==> src/rtl/control_pkg.sv <==
// -----------------------------------------------------------------------------
// control_pkg
// Shared definitions for the multi-cycle RV32I main control unit:
//   - state_t      : the sixteen control states (encoding is the debug `state` bus)
//   - OPC_*        : RV32I base opcode classes, instruction bits [6:0]
//   - SRCA_*/SRCB_*: ALU operand mux encodings
//   - ALUOP_*      : ALU control class handed to the ALU decoder
//   - PCSRC_*      : PC next-value mux encodings
//   - WBSEL_*      : register-file write-data mux encodings
// -----------------------------------------------------------------------------
package control_pkg;

    typedef enum logic [3:0] {
        RESET     = 4'd0,
        FETCH     = 4'd1,
        DECODE    = 4'd2,
        EXEC_R    = 4'd3,
        EXEC_I    = 4'd4,
        LUI       = 4'd5,
        ALU_WB    = 4'd6,
        BRANCH    = 4'd7,
        JAL       = 4'd8,
        JALR      = 4'd9,
        MEM_ADDR  = 4'd10,
        LOAD_MEM  = 4'd11,
        LOAD_WB   = 4'd12,
        STORE_MEM = 4'd13,
        TRAP      = 4'd14,
        HALT      = 4'd15
    } state_t;

    localparam logic [6:0] OPC_OP     = 7'b0110011;
    localparam logic [6:0] OPC_OP_IMM = 7'b0010011;
    localparam logic [6:0] OPC_LOAD   = 7'b0000011;
    localparam logic [6:0] OPC_STORE  = 7'b0100011;
    localparam logic [6:0] OPC_BRANCH = 7'b1100011;
    localparam logic [6:0] OPC_JAL    = 7'b1101111;
    localparam logic [6:0] OPC_JALR   = 7'b1100111;
    localparam logic [6:0] OPC_LUI    = 7'b0110111;
    localparam logic [6:0] OPC_AUIPC  = 7'b0010111;
    localparam logic [6:0] OPC_SYSTEM = 7'b1110011;

    localparam logic [1:0] SRCA_PC    = 2'd0;
    localparam logic [1:0] SRCA_REGA  = 2'd1;
    localparam logic [1:0] SRCA_OLDPC = 2'd2;
    localparam logic [1:0] SRCA_ZERO  = 2'd3;

    localparam logic [1:0] SRCB_REGB  = 2'd0;
    localparam logic [1:0] SRCB_FOUR  = 2'd1;
    localparam logic [1:0] SRCB_IMM   = 2'd2;

    localparam logic [1:0] ALUOP_ADD    = 2'd0;
    localparam logic [1:0] ALUOP_BRANCH = 2'd1;
    localparam logic [1:0] ALUOP_FUNCT  = 2'd2;

    localparam logic [1:0] PCSRC_ALU      = 2'd0;
    localparam logic [1:0] PCSRC_ALUOUT   = 2'd1;
    localparam logic [1:0] PCSRC_ALU_LSB0 = 2'd2;

    localparam logic [1:0] WBSEL_ALUOUT = 2'd0;
    localparam logic [1:0] WBSEL_MDR    = 2'd1;
    localparam logic [1:0] WBSEL_PC     = 2'd2;

endpackage

==> src/rtl/mem_wait_counter.sv <==
// -----------------------------------------------------------------------------
// mem_wait_counter
// Decides when the current memory access (instruction fetch, load or store)
// completes. Either a fixed latency of MEM_LATENCY cycles, counted while the
// FSM sits in a memory state, or the external memReady handshake.
//
// Parameters:
//   MEM_LATENCY   : cycles per access in fixed-latency mode (1..15)
//   USE_MEM_READY : 1 = complete on memReady, 0 = complete after MEM_LATENCY
// Ports:
//   clk, rstN  : clock (rising edge), asynchronous active-low reset
//   inMemState : FSM is in FETCH, LOAD_MEM or STORE_MEM this cycle
//   memReady   : external completion strobe (handshake mode only)
//   memDone    : the access finishes at the end of this cycle
// -----------------------------------------------------------------------------
module mem_wait_counter #(
    parameter int MEM_LATENCY   = 1,
    parameter bit USE_MEM_READY = 1'b0
) (
    input  logic clk,
    input  logic rstN,
    input  logic inMemState,
    input  logic memReady,
    output logic memDone
);

    logic [3:0] count;

    // Parameter-constant select: the unused branch folds away in synthesis.
    assign memDone = USE_MEM_READY ? memReady
                                   : (count == 4'(MEM_LATENCY - 1));

    // NOTE: state is updated with non-blocking assignments under an async
    // reset, so every flop sees the pre-edge value of every other flop.
    always_ff @(posedge clk or negedge rstN) begin
        if (!rstN) begin
            count <= 4'd0;
        end else if (!inMemState || memDone) begin
            // Start every access from zero, including back-to-back ones.
            count <= 4'd0;
        end else begin
            count <= count + 4'd1;
        end
    end

endmodule

==> src/rtl/multicycle_control_fsm.sv <==
// -----------------------------------------------------------------------------
// multicycle_control_fsm
// Moore main control FSM for a multi-cycle RV32I datapath. Sequences fetch,
// decode, execute, memory and write-back for every base opcode class and
// drives the datapath strobes and mux selects from the current state. The
// only input-dependent outputs are irWrite/pcWrite in FETCH, which fire in
// the cycle the instruction fetch completes.
//
// Build option:
//   MULTICYCLE_CONTROL_SYSTEM_EN : when defined, SYSTEM (ECALL/EBREAK) enters
//   HALT and raises `halted`; otherwise SYSTEM traps and `halted` stays 0.
//
// Parameters: MEM_LATENCY (1..15), USE_MEM_READY (see mem_wait_counter).
// Ports:
//   clk, rstN          : clock (rising edge), asynchronous active-low reset
//   opcode             : instruction bits [6:0], used in DECODE and MEM_ADDR
//   memReady           : memory completion strobe (handshake mode)
//   pcWrite, pcWriteCond, irWrite, regWrite, memRead, memWrite : strobes
//   memGetData         : memory address select, 0 = PC, 1 = ALUOut
//   regWriteDataSelect : 0 = ALUOut, 1 = MDR, 2 = PC (link)
//   aluSrcA            : 0 = PC, 1 = regA, 2 = oldPC, 3 = zero
//   aluSrcB            : 0 = regB, 1 = 4, 2 = immediate
//   aluOp              : 0 = add, 1 = branch compare, 2 = funct decode
//   pcSrc              : 0 = ALU result, 1 = ALUOut, 2 = ALU result & ~1
//   illegal, halted    : sticky status (held until reset)
//   state              : current state encoding, for debug
// -----------------------------------------------------------------------------
module multicycle_control_fsm
    import control_pkg::*;
#(
    parameter int MEM_LATENCY   = 1,
    parameter bit USE_MEM_READY = 1'b0
) (
    input  logic       clk,
    input  logic       rstN,
    input  logic [6:0] opcode,
    input  logic       memReady,
    output logic       pcWrite,
    output logic       pcWriteCond,
    output logic       irWrite,
    output logic       regWrite,
    output logic       memRead,
    output logic       memWrite,
    output logic       memGetData,
    output logic [1:0] regWriteDataSelect,
    output logic [1:0] aluSrcA,
    output logic [1:0] aluSrcB,
    output logic [1:0] aluOp,
    output logic [1:0] pcSrc,
    output logic       illegal,
    output logic       halted,
    output logic [3:0] state
);

    state_t currentState;
    state_t nextState;
    logic   inMemState;
    logic   memDone;

    assign inMemState = (currentState == FETCH)    ||
                        (currentState == LOAD_MEM) ||
                        (currentState == STORE_MEM);

    mem_wait_counter #(
        .MEM_LATENCY  (MEM_LATENCY),
        .USE_MEM_READY(USE_MEM_READY)
    ) memWait (
        .clk       (clk),
        .rstN      (rstN),
        .inMemState(inMemState),
        .memReady  (memReady),
        .memDone   (memDone)
    );

    always_ff @(posedge clk or negedge rstN) begin
        if (!rstN) begin
            currentState <= RESET;
        end else begin
            currentState <= nextState;
        end
    end

    assign state = currentState;

    always_comb begin
        // NOTE: every output and nextState gets a default before the case so
        // no path through the decode can leave a latch behind.
        nextState          = currentState;
        pcWrite            = 1'b0;
        pcWriteCond        = 1'b0;
        irWrite            = 1'b0;
        regWrite           = 1'b0;
        memRead            = 1'b0;
        memWrite           = 1'b0;
        memGetData         = 1'b0;
        regWriteDataSelect = WBSEL_ALUOUT;
        aluSrcA            = SRCA_PC;
        aluSrcB            = SRCB_REGB;
        aluOp              = ALUOP_ADD;
        pcSrc              = PCSRC_ALU;
        illegal            = 1'b0;
        halted             = 1'b0;

        case (currentState)
            RESET: nextState = FETCH;

            FETCH: begin
                // ALU computes PC + 4 every fetch cycle; it is only committed
                // together with the instruction word when the fetch completes.
                memRead = 1'b1;
                aluSrcB = SRCB_FOUR;
                if (memDone) begin
                    irWrite   = 1'b1;
                    pcWrite   = 1'b1;
                    nextState = DECODE;
                end
            end

            DECODE: begin
                // Speculatively form oldPC + imm: branch/JAL target, AUIPC result.
                aluSrcA = SRCA_OLDPC;
                aluSrcB = SRCB_IMM;
                case (opcode)
                    OPC_OP:               nextState = EXEC_R;
                    OPC_OP_IMM:           nextState = EXEC_I;
                    OPC_LOAD, OPC_STORE:  nextState = MEM_ADDR;
                    OPC_BRANCH:           nextState = BRANCH;
                    OPC_JAL:              nextState = JAL;
                    OPC_JALR:             nextState = JALR;
                    OPC_LUI:              nextState = LUI;
                    OPC_AUIPC:            nextState = ALU_WB;
`ifdef MULTICYCLE_CONTROL_SYSTEM_EN
                    OPC_SYSTEM:           nextState = HALT;
`else
                    OPC_SYSTEM:           nextState = TRAP;
`endif
                    default:              nextState = TRAP;
                endcase
            end

            EXEC_R: begin
                aluSrcA   = SRCA_REGA;
                aluSrcB   = SRCB_REGB;
                aluOp     = ALUOP_FUNCT;
                nextState = ALU_WB;
            end

            EXEC_I: begin
                aluSrcA   = SRCA_REGA;
                aluSrcB   = SRCB_IMM;
                aluOp     = ALUOP_FUNCT;
                nextState = ALU_WB;
            end

            LUI: begin
                aluSrcA   = SRCA_ZERO;
                aluSrcB   = SRCB_IMM;
                nextState = ALU_WB;
            end

            ALU_WB: begin
                regWrite           = 1'b1;
                regWriteDataSelect = WBSEL_ALUOUT;
                nextState          = FETCH;
            end

            BRANCH: begin
                // ALU compares regA/regB; ALUOut still holds the DECODE target.
                aluSrcA     = SRCA_REGA;
                aluOp       = ALUOP_BRANCH;
                pcWriteCond = 1'b1;
                pcSrc       = PCSRC_ALUOUT;
                nextState   = FETCH;
            end

            JAL: begin
                pcWrite            = 1'b1;
                pcSrc              = PCSRC_ALUOUT;
                regWrite           = 1'b1;
                regWriteDataSelect = WBSEL_PC;
                nextState          = FETCH;
            end

            JALR: begin
                aluSrcA            = SRCA_REGA;
                aluSrcB            = SRCB_IMM;
                pcSrc              = PCSRC_ALU_LSB0;
                pcWrite            = 1'b1;
                regWrite           = 1'b1;
                regWriteDataSelect = WBSEL_PC;
                nextState          = FETCH;
            end

            MEM_ADDR: begin
                aluSrcA   = SRCA_REGA;
                aluSrcB   = SRCB_IMM;
                nextState = (opcode == OPC_LOAD) ? LOAD_MEM : STORE_MEM;
            end

            LOAD_MEM: begin
                memRead    = 1'b1;
                memGetData = 1'b1;
                if (memDone) nextState = LOAD_WB;
            end

            LOAD_WB: begin
                regWrite           = 1'b1;
                regWriteDataSelect = WBSEL_MDR;
                nextState          = FETCH;
            end

            STORE_MEM: begin
                memWrite   = 1'b1;
                memGetData = 1'b1;
                if (memDone) nextState = FETCH;
            end

            TRAP: illegal = 1'b1;

`ifdef MULTICYCLE_CONTROL_SYSTEM_EN
            HALT: halted = 1'b1;
`endif

            // Unreachable encodings (HALT when SYSTEM support is off) are
            // treated as an illegal condition rather than silently restarting.
            default: nextState = TRAP;
        endcase
    end

endmodule

==> config.mk <==
export PLATFORM = sky130hd
export DESIGN_NAME = multicycle_control_fsm
export DESIGN_NICKNAME = d
export VERILOG_FILES = /design/src/rtl/control_pkg.sv /design/src/rtl/mem_wait_counter.sv /design/src/rtl/multicycle_control_fsm.sv
export SDC_FILE = /design/constraint.sdc
export NUM_CORES = 1
export LEC_CHECK = 0
export CORE_UTILIZATION = 27
export CTS_BUF_LIST = sky130_fd_sc_hd__clkbuf_16
export DETAILED_ROUTE_END_ITERATION = 10
export GPL_TIMING_DRIVEN = 0
export PLACE_DENSITY_LB_ADDON = 0.1
export SYNTH_ARGS = -nofsm -noshare
export SYNTH_HDL_FRONTEND = slang
export SYNTH_HIERARCHICAL = 1
export SYNTH_SLANG_ARGS = --single-unit
==> constraint.sdc <==
create_clock -name clk -period 1.9 [get_ports clk]
set_input_delay 0.38 -clock clk [delete_from_list [all_inputs] [get_ports clk]]
set_output_delay 0.38 -clock clk [all_outputs]
set_load 0.05 [all_outputs]
# After elaboration in Yosys (flattened, before gate mapping)
# Cells that the tools add are included.
[totals]
reg_bits = 8
latchBits = 0
ram_bits = 0
mem_bits_ro = 0
inputBits = 10
word_cells = 69
mem_count = 0
[op_classes]
add_sub_neg = 1
n_mul = 0
n_div = 0
n_lt_le_gt_ge = 0
eq_ne = 26
shifts = 0
muxes = 21
n_bitwise = 1
reduce_logical = 18
[op_table]
columns = ["cell", "count"]
rows = [
  ["4-bit case mux with 8 select lines", 2],
  ["4-bit == test (second input constant)", 7],
  ["7-bit by 6-bit == test with 1-bit output (second input constant)", 3],
  ["7-bit == test (second input constant)", 3],
  ["4-bit by 3-bit == test with 1-bit output (second input constant)", 4],
  ["4-bit two-way mux", 4],
  ["2-bit case mux with 2 select lines", 4],
  ["7-bit by 5-bit == test with 1-bit output (second input constant)", 2],
  ["2-bit OR reduction", 6],
  ["5-bit OR reduction", 2],
  ["4-bit by 2-bit == test with 1-bit output (second input constant)", 2],
  ["4-bit zero test", 2],
  ["1-bit two-way mux", 8],
  ["7-bit by 2-bit == test with 1-bit output (second input constant)", 1],
  ["2-bit by 1-bit inequality test with 1-bit output (second input constant)", 3],
  ["2-bit case mux with 3 select lines", 1],
  ["6-bit OR reduction", 1],
  ["4-bit by 1-bit adder with 4-bit output (second input constant)", 1],
  ["4-bit by 1-bit == test with 1-bit output (second input constant)", 1],
  ["4-bit AND reduction", 1],
  ["4-bit OR reduction", 1],
  ["1-bit logical OR", 3],
  ["3-bit two-way mux", 1],
  ["3-bit OR reduction", 1],
  ["3 further kinds", 3],
]

# Logic depth before layout (Yosys ltp)
# Gate-level depths: netlist of run 1.
[logic_depth]
ltp_word = 6
depth_mapped = 8

# Cells and area by module
# The synthesis of run 1 kept the hierarchy.
[modules_own_cells]
columns = ["mod", "n_inst", "cells_each", "area_each_um2"]
rows = [
  ["multicycle_control_fsm", 1, 95, 629.4],
  ["mem_wait_counter", 1, 19, 198.9],
]

# Worst setup path before layout of run 1
# Ideal clock, no wire load.
[synth_timing]
path_type = "register -> output"
from = "register memWait.count[0]"
to = "output pcWrite"
arrival_ns = 3.092
slack_ns = -1.572
stages_incl_launch_ff = 8
cell_sequence = "dfrtp_1 inv_1 ha_1 nand2b_1 nor2_1 inv_1 nor4_1 or2_2"
[synth_via]
elab_chain_cells = 3
[synth_lines]
columns = ["item", "line_no", "text"]
rows = [
  ["start, declared", "mem_wait_counter.sv:27", "logic [3:0] count;"],
  ["start signal, assigned", "mem_wait_counter.sv:42", "count <= count + 4'd1;"],
  ["4-bit zero test", "mem_wait_counter.sv:31", ": (count == 4'(MEM_LATENCY - 1));"],
  ["via memDone", "multicycle_control_fsm.sv:58", "logic memDone;"],
  ["1-bit two-way mux", "multicycle_control_fsm.sv:112", "if (memDone) begin"],
  ["1-bit case mux with 2 select lines", "multicycle_control_fsm.sv:104", "case (currentState)"],
  ["end, declared", "multicycle_control_fsm.sv:38", "output logic pcWrite,"],
]
# The timed path passes the listed nets, and every way through them passes these cells.

# Worst setup path after layout of run 1
# Same ends and word-level chain as after synthesis.

==> metrics.txt, run 1 <==
Clk Latency, worst-skew pair=roughly 230 ps; H-tree Lvls=1; failing checks=DRC, setup timing; clock share of power=between 60% and 70%; DRC=3; Area growth, synth to finish=80.51%; Final setup viols=1; commonest register cell after synthesis=dfrtp_1; Pint=approximately 0.47 mW; mean post-synth cell area=7.266 µm²; PortBufs=30; Yosys reg bits=8; post-DP HPWL=about 1800 µm; core area=approximately 2800 µm²; maximum vdd drop=0.4411 mV; Req. time, crit path=roughly 1500 ps; final instance area=~1500 µm²; critical path cell sequence=inv_1 > ha_2 > nand2b_4 > nor2_4 > inv_2 > nor4_4 > or2_4 > buf_8; Final GP Congestion=about 0.76; sequential element share of the synthesized area=about a quarter; Diodes inserted=0; Synth async-reset ratio=between 90% and 100%; vias post-DR=975; slowest stage delay, CP=370 ps; min cycle time layout=~1900 ps; Routed WL=between 2000 and 2500 µm; Power Dens Cells=about 390 nW/µm²; Worst Setup Slack, final=-1.375 ps; Post-synth EDFFs=0; Pwr Total=a little under 0.6 mW; Tightest Hold Check Type=primary input to asynchronous set/reset pin; clock transition at the registers of the reported paths=roughly 40 ps; placed cell area=~1300 µm²; overall die width=57.39 µm; row count=19; Slowest-stage cell, CP=dfrtp_1; DRT Pass-1 Iters=7; Num CTS Buffers=3; CP Capture Type=output pin; Gate Count Post-Synth=about 110; Final Hold Fails=0; Yosys cell types=37; Vias/cell=slightly above 5; initial antenna violation count=0; ANT nets after route=0; I/O Pins=33; full die area=3293 µm²; P_leak=0.6625 nW; Starting Density=29.28%; Worst-Margin Slew=about 500 ps; overall routing resource usage=between 10% and 20%; fill count=around 270; skew final=around 0.55 ps; first-pass GRT wire length=3967 µm; DIE HEIGHT=between 50 and 60 µm; sequential power share=approximately 30%; CTS tree=done; NetSw=~0.11 mW; Setup Crit Path Kind=flip-flop to output pin; final net count=170; share of layout cells above drive strength 1=approximately 46%; fmax=approximately 530 MHz; max_cap viols=0; relative slew slack=between 60% and 70%; vias in the first global route=~900; Yosys warnings=6; power share of the combinational group=7.6%; unrepaired setup endpoints after global routing=yes; switching share of total power=roughly a fifth; WP data arrival=approximately 1500 ps; wire per inst=roughly 13 µm; Tcrit/Tclk final=100.1%; Slew Viols, Final=0; root buf cell=clkbuf_16; syn_nets=between 100 and 150; grt ovf=0; crit start category=flip-flop; largest net degree at the start of global routing=11; hold_ws=431.9 ps; clk sinks=8; Initial DRC Count=15; CP Max Fanout=2; Max Root-Sink Buffers=2; status=complete, but fails checks; Mapped Area=between 800 and 900 µm²
-- cell families (layout without fill, tap and decap cells) --
group           after synthesis  in the layout  synth area share [%]
fa+ha+maj                     2              2                 3.021
xor+xnor                      1              1                 1.058
mux                           2              2                 2.568
other cells                   1              1                0.4527
flops                         8              8                 24.17
compound gates               29             29                 23.11
simple gates                 58             58                 38.07
buf+inv                      13             56                 7.552
-- cell usage after synthesis, types with 2 or more instances --
library cell,n,area (µm²)
nand3b_1,2,15.01
buf_4,2,15.01
and2_1,3,18.77
o211a_1,2,20.02
buf_2,5,25.02
nor3_1,6,30.03
nor2_1,13,48.80
inv_1,6,22.52
nor2b_1,3,18.77
o21ai_1,2,10.01
a21oi_1,7,35.03
o21ai_0,8,40.04
dfrtp_1,8,200.2
ha_1,2,25.02
a21boi_0,2,15.01
nand2b_1,11,68.82
nor3b_1,2,15.01
nand3_1,2,10.01
nand2_1,10,37.54
-- state kept, by name, indices dropped and copies added (netlist names) --
register and count:
state 4, memWait/count 4
-- stage by stage --
step                      TNS (ps)  worst slack (ps)  util (%)  cells
final                       -1.375            -1.375     52.85    188
after global routing        -178.3            -90.07     52.85    188
after CTS                   -26.76            -26.76     49.93    185
after detailed placement     -8186            -737.4     45.20    175
after global placement       -7946            -720.8     45.20    175
after floorplan              -2029            -416.4         -    114
-- routing by layer --
layer,routed length (µm),vias to the layer above,GRT usage [%]
met5,0,-,0
met4,24,0,5.226
met3,138,4,2.721
met2,1201,30,27.24
met1,1090,456,19.30
li1,-,485,-
-- what timing repair did --
action,4_1_cts,5_1_grt
endpoints found under the hold margin,0,0
resized for setup,117,21
buffers inserted,6,3
hold buffers,0,0
pin swaps,3,2
endpoints found under the setup margin,22,15
-- layout make-up --
cell class                 count  area, µm²  area share, %
inverter                       6      26.28          1.757
clock buffer                   3      75.07          5.021
sequential                     8      205.2          13.72
tap                           31      38.79          2.594
timing repair buffer          39      356.6          23.85
multi-input combinational     93      710.7          47.53
clock inverter                 1      3.754         0.2510
buffer                         7      78.83          5.272
-- power groups by stage --
stage	Sequential, mW	Clock [mW]	Combinational, mW
after CTS	0.171	0.373	0.0445
after floorplan	0.173	0	0.0167
after global routing	0.171	0.383	0.0484
after detailed placement	0.173	0	0.0444
final	0.171	0.363	0.0442
after global placement	0.173	0	0.0435
-- worst max-delay path: cells and delay by family (launching register included) --
family	cells	cell delay (ps)
simple gates	4	460
flops	1	370
fa+ha+maj	1	190
buf+inv	3	250
-- worst paths after layout --
path                                             from                          to  slack, ps  depth (start not counted)
max in group asynchronous                        rstN        state[0]$_DFFE_PN0P_       1180                          1
max                        memWait/count[0]$_DFF_PN0_                     pcWrite         -1                          8
max reg2reg                memWait/count[0]$_DFF_PN0_        state[2]$_DFFE_PN0P_        350                         10
min in group clk           memWait/count[0]$_DFF_PN0_  memWait/count[0]$_DFF_PN0_        560                          2
min                                              rstN  memWait/count[3]$_DFF_PN0_        430                          1
min reg2reg                memWait/count[0]$_DFF_PN0_  memWait/count[0]$_DFF_PN0_        560                          2
-- cell usage in the layout (no fill, tap or decap), types with 3 or more instances in the layout --
master / instances
nor2_2: 4
buf_6: 6
clkbuf_16: 3
nor2_1: 7
o21ai_1: 3
nor3_1: 3
inv_1: 5
nand2b_1: 7
and2_1: 3
nand2_1: 8
dfrtp_2: 4
o21ai_0: 6
nor3_4: 3
buf_4: 15
dfrtp_1: 4
a21oi_1: 6
buf_8: 5
buf_2: 4
nand2b_4: 3
clkdlybuf4s50_1: 9
No activity file was read; power rests on OpenSTA's default activity.
==> run 2: changes to the inputs <==
--- a/config.mk
+++ b/config.mk
@@ -5,11 +5,13 @@
 export SDC_FILE = /design/constraint.sdc
 export NUM_CORES = 1
 export LEC_CHECK = 0
+export CORE_MARGIN = 8
 export CORE_UTILIZATION = 27
 export CTS_BUF_LIST = sky130_fd_sc_hd__clkbuf_16
 export DETAILED_ROUTE_END_ITERATION = 10
 export GPL_TIMING_DRIVEN = 0
-export PLACE_DENSITY_LB_ADDON = 0.1
+export MAX_ROUTING_LAYER = met4
+export PLACE_DENSITY = 0.61
 export SYNTH_ARGS = -nofsm -noshare
 export SYNTH_HDL_FRONTEND = slang
 export SYNTH_HIERARCHICAL = 1
==> metrics.txt, run 2 (synthesis gave the netlist of run 1 again) <==
status=complete, but fails checks; failing checks=setup timing; overall routing resource usage=a little over a tenth; grt ovf=0; final net count=172; largest net degree at the start of global routing=11; CP Max Fanout=3; DRC=0; Tcrit/Tclk final=100.9%; Slew Viols, Final=0; post-DP HPWL=just under 2000 µm; core area=between 2000 and 3000 µm²; crit start category=flip-flop; Tightest Hold Check Type=primary input to asynchronous set/reset pin; clock transition at the registers of the reported paths=40 ps; vias in the first global route=between 900 and 1k; I/O Pins=33; CP Capture Type=output pin; clk sinks=8; leading cell type in the layout, fill and taps excluded=buf_4; relative slew slack=between 60% and 70%; DIE HEIGHT=between 70 and 80 µm; Diodes inserted=0; WP data arrival=1540 ps; Area growth, synth to finish=80.51%; Routed WL=about 2700 µm; root buf cell=clkbuf_16; initial antenna violation count=0; ANT nets after route=0; Setup Crit Path Kind=flip-flop to output pin; maximum vdd drop=0.6038 mV; Clk Latency, worst-skew pair=~230 ps; DRT Pass-1 Iters=4; Final Hold Fails=0; vias post-DR=roughly 960; full die area=between 5000 and 6000 µm²; min cycle time layout=approximately 1900 ps; CTS tree=done; skew final=roughly 3.1 ps; fmax=521.7 MHz; PortBufs=30; wire per inst=about 14 µm; P_leak=between 0.6 and 0.7 nW; Worst Setup Slack, final=-16.85 ps; overall die width=about 71 µm; Req. time, crit path=1520 ps; unrepaired setup endpoints after global routing=yes; max_cap viols=0; Num CTS Buffers=3; Power Dens Cells=roughly 380 nW/µm²; share of layout cells above drive strength 1=between 40% and 50%; Max Root-Sink Buffers=2; first-pass GRT wire length=roughly 4400 µm; Starting Density=between 20 and 30%; hold_buf cts=0; Final GP Congestion=around 0.86; Initial DRC Count=between 70 and 80; H-tree Lvls=1; Pwr Total=around 0.57 mW; Worst-Margin Slew=approximately 510 ps; row count=20; leading cell types in the layout, fill and taps excluded=buf_4 (19), clkdlybuf4s50_1 (10), nand2_1 (8), nor2_1 (8), nand2b_1 (8); Final setup viols=2; Vias/cell=5.010; post-route core utilization=around half
[run 2: cell count changes in the layout (fill, tap and decap cells not counted), sizes merged]
cell and delta:
clkdlybuf4s15 +1, buf +3, clkbuf -1, clkdlybuf4s50 +1, clkdlybuf4s18 -1, dlygate4sd2 -1
[run 2: routing by layer]
layer  GRT usage (%)  part of all wire (%)
met1           12.07                    44
met2           17.76                    49
met3           3.068                   5.9
met4           3.002                   1.3
met5               -                     0
[run 2: per-stage QoR]
stage	setup TNS [ps]	setup WS [ps]	cell area, µm²	instances	hold WS, ps
finish	-27.50	-16.85	1495	192	422.0
global route	-226.2	-114.1	1495	192	464.5
CTS	-48.36	-42.57	1400	186	435.9
detailed placement	-8495	-749.3	1281	177	495.0
global placement	-8124	-726.1	1281	177	480.3
floorplan	-2029	-416.4	939.7	114	84.41
[run 2: path summary, 6_finish.rpt]
| kind | startpoint | end | slack (ps) | depth (start not counted) |
|---|---|---|---|---|
| max | memWait/count[1]$_DFF_PN0_ | pcWrite | -20 | 8 |
| min | rstN | memWait/count[1]$_DFF_PN0_ | 420 | 1 |
| max reg2reg | memWait/count[1]$_DFF_PN0_ | state[1]$_DFFE_PN0P_ | 370 | 9 |
| min reg2reg | memWait/count[0]$_DFF_PN0_ | memWait/count[0]$_DFF_PN0_ | 540 | 2 |
| max in group asynchronous | rstN | state[2]$_DFFE_PN0P_ | 1200 | 1 |
| min in group clk | memWait/count[0]$_DFF_PN0_ | memWait/count[0]$_DFF_PN0_ | 540 | 2 |
[run 2: cell type report]
cell class	count	area, µm²
tap	33	41.29
multi-input combinational	93	708.2
inverter	6	28.78
fill	295	1483
clock buffer	3	75.07
timing repair buffer	41	365.4
clock inverter	1	3.754
buffer	7	67.56
sequential	8	205.2
[run 2: critical path: stages, from the launching register on]
cell and delay, ps:
dfrtp_1 380, inv_1 60, ha_2 190, nand2b_4 70, nor2_4 110, inv_4 60, nor4_4 150, or2_4 170
buf_8 130
[run 2: power by group]
group	leakage (nW)	switching [mW]	internal (mW)	total (mW)
logic	0.537	0.0214	0.0224	0.0438
clock network	0.0423	0.0810	0.274	0.355
registers	0.0935	0	0.171	0.171
total	0.673	0.102	0.468	0.570
[run 2: repair_timing]
item / CTS / global route
endpoints found under the setup margin: 22 / 13
endpoints found under the hold margin: 0 / 0
pin swaps: 3 / 0
buffers inserted: 5 / 6
gates resized for setup: 113 / 14
==> run 3: changes to the inputs <==
--- a/config.mk
+++ b/config.mk
@@ -12,6 +12,7 @@
 export GPL_TIMING_DRIVEN = 0
 export MAX_ROUTING_LAYER = met4
 export PLACE_DENSITY = 0.61
+export SLEW_MARGIN = 20
 export SYNTH_ARGS = -nofsm -noshare
 export SYNTH_HDL_FRONTEND = slang
 export SYNTH_HIERARCHICAL = 1
==> results of run 3 <==
No change in the layout: final DEF, timing and power equal those of run 2.
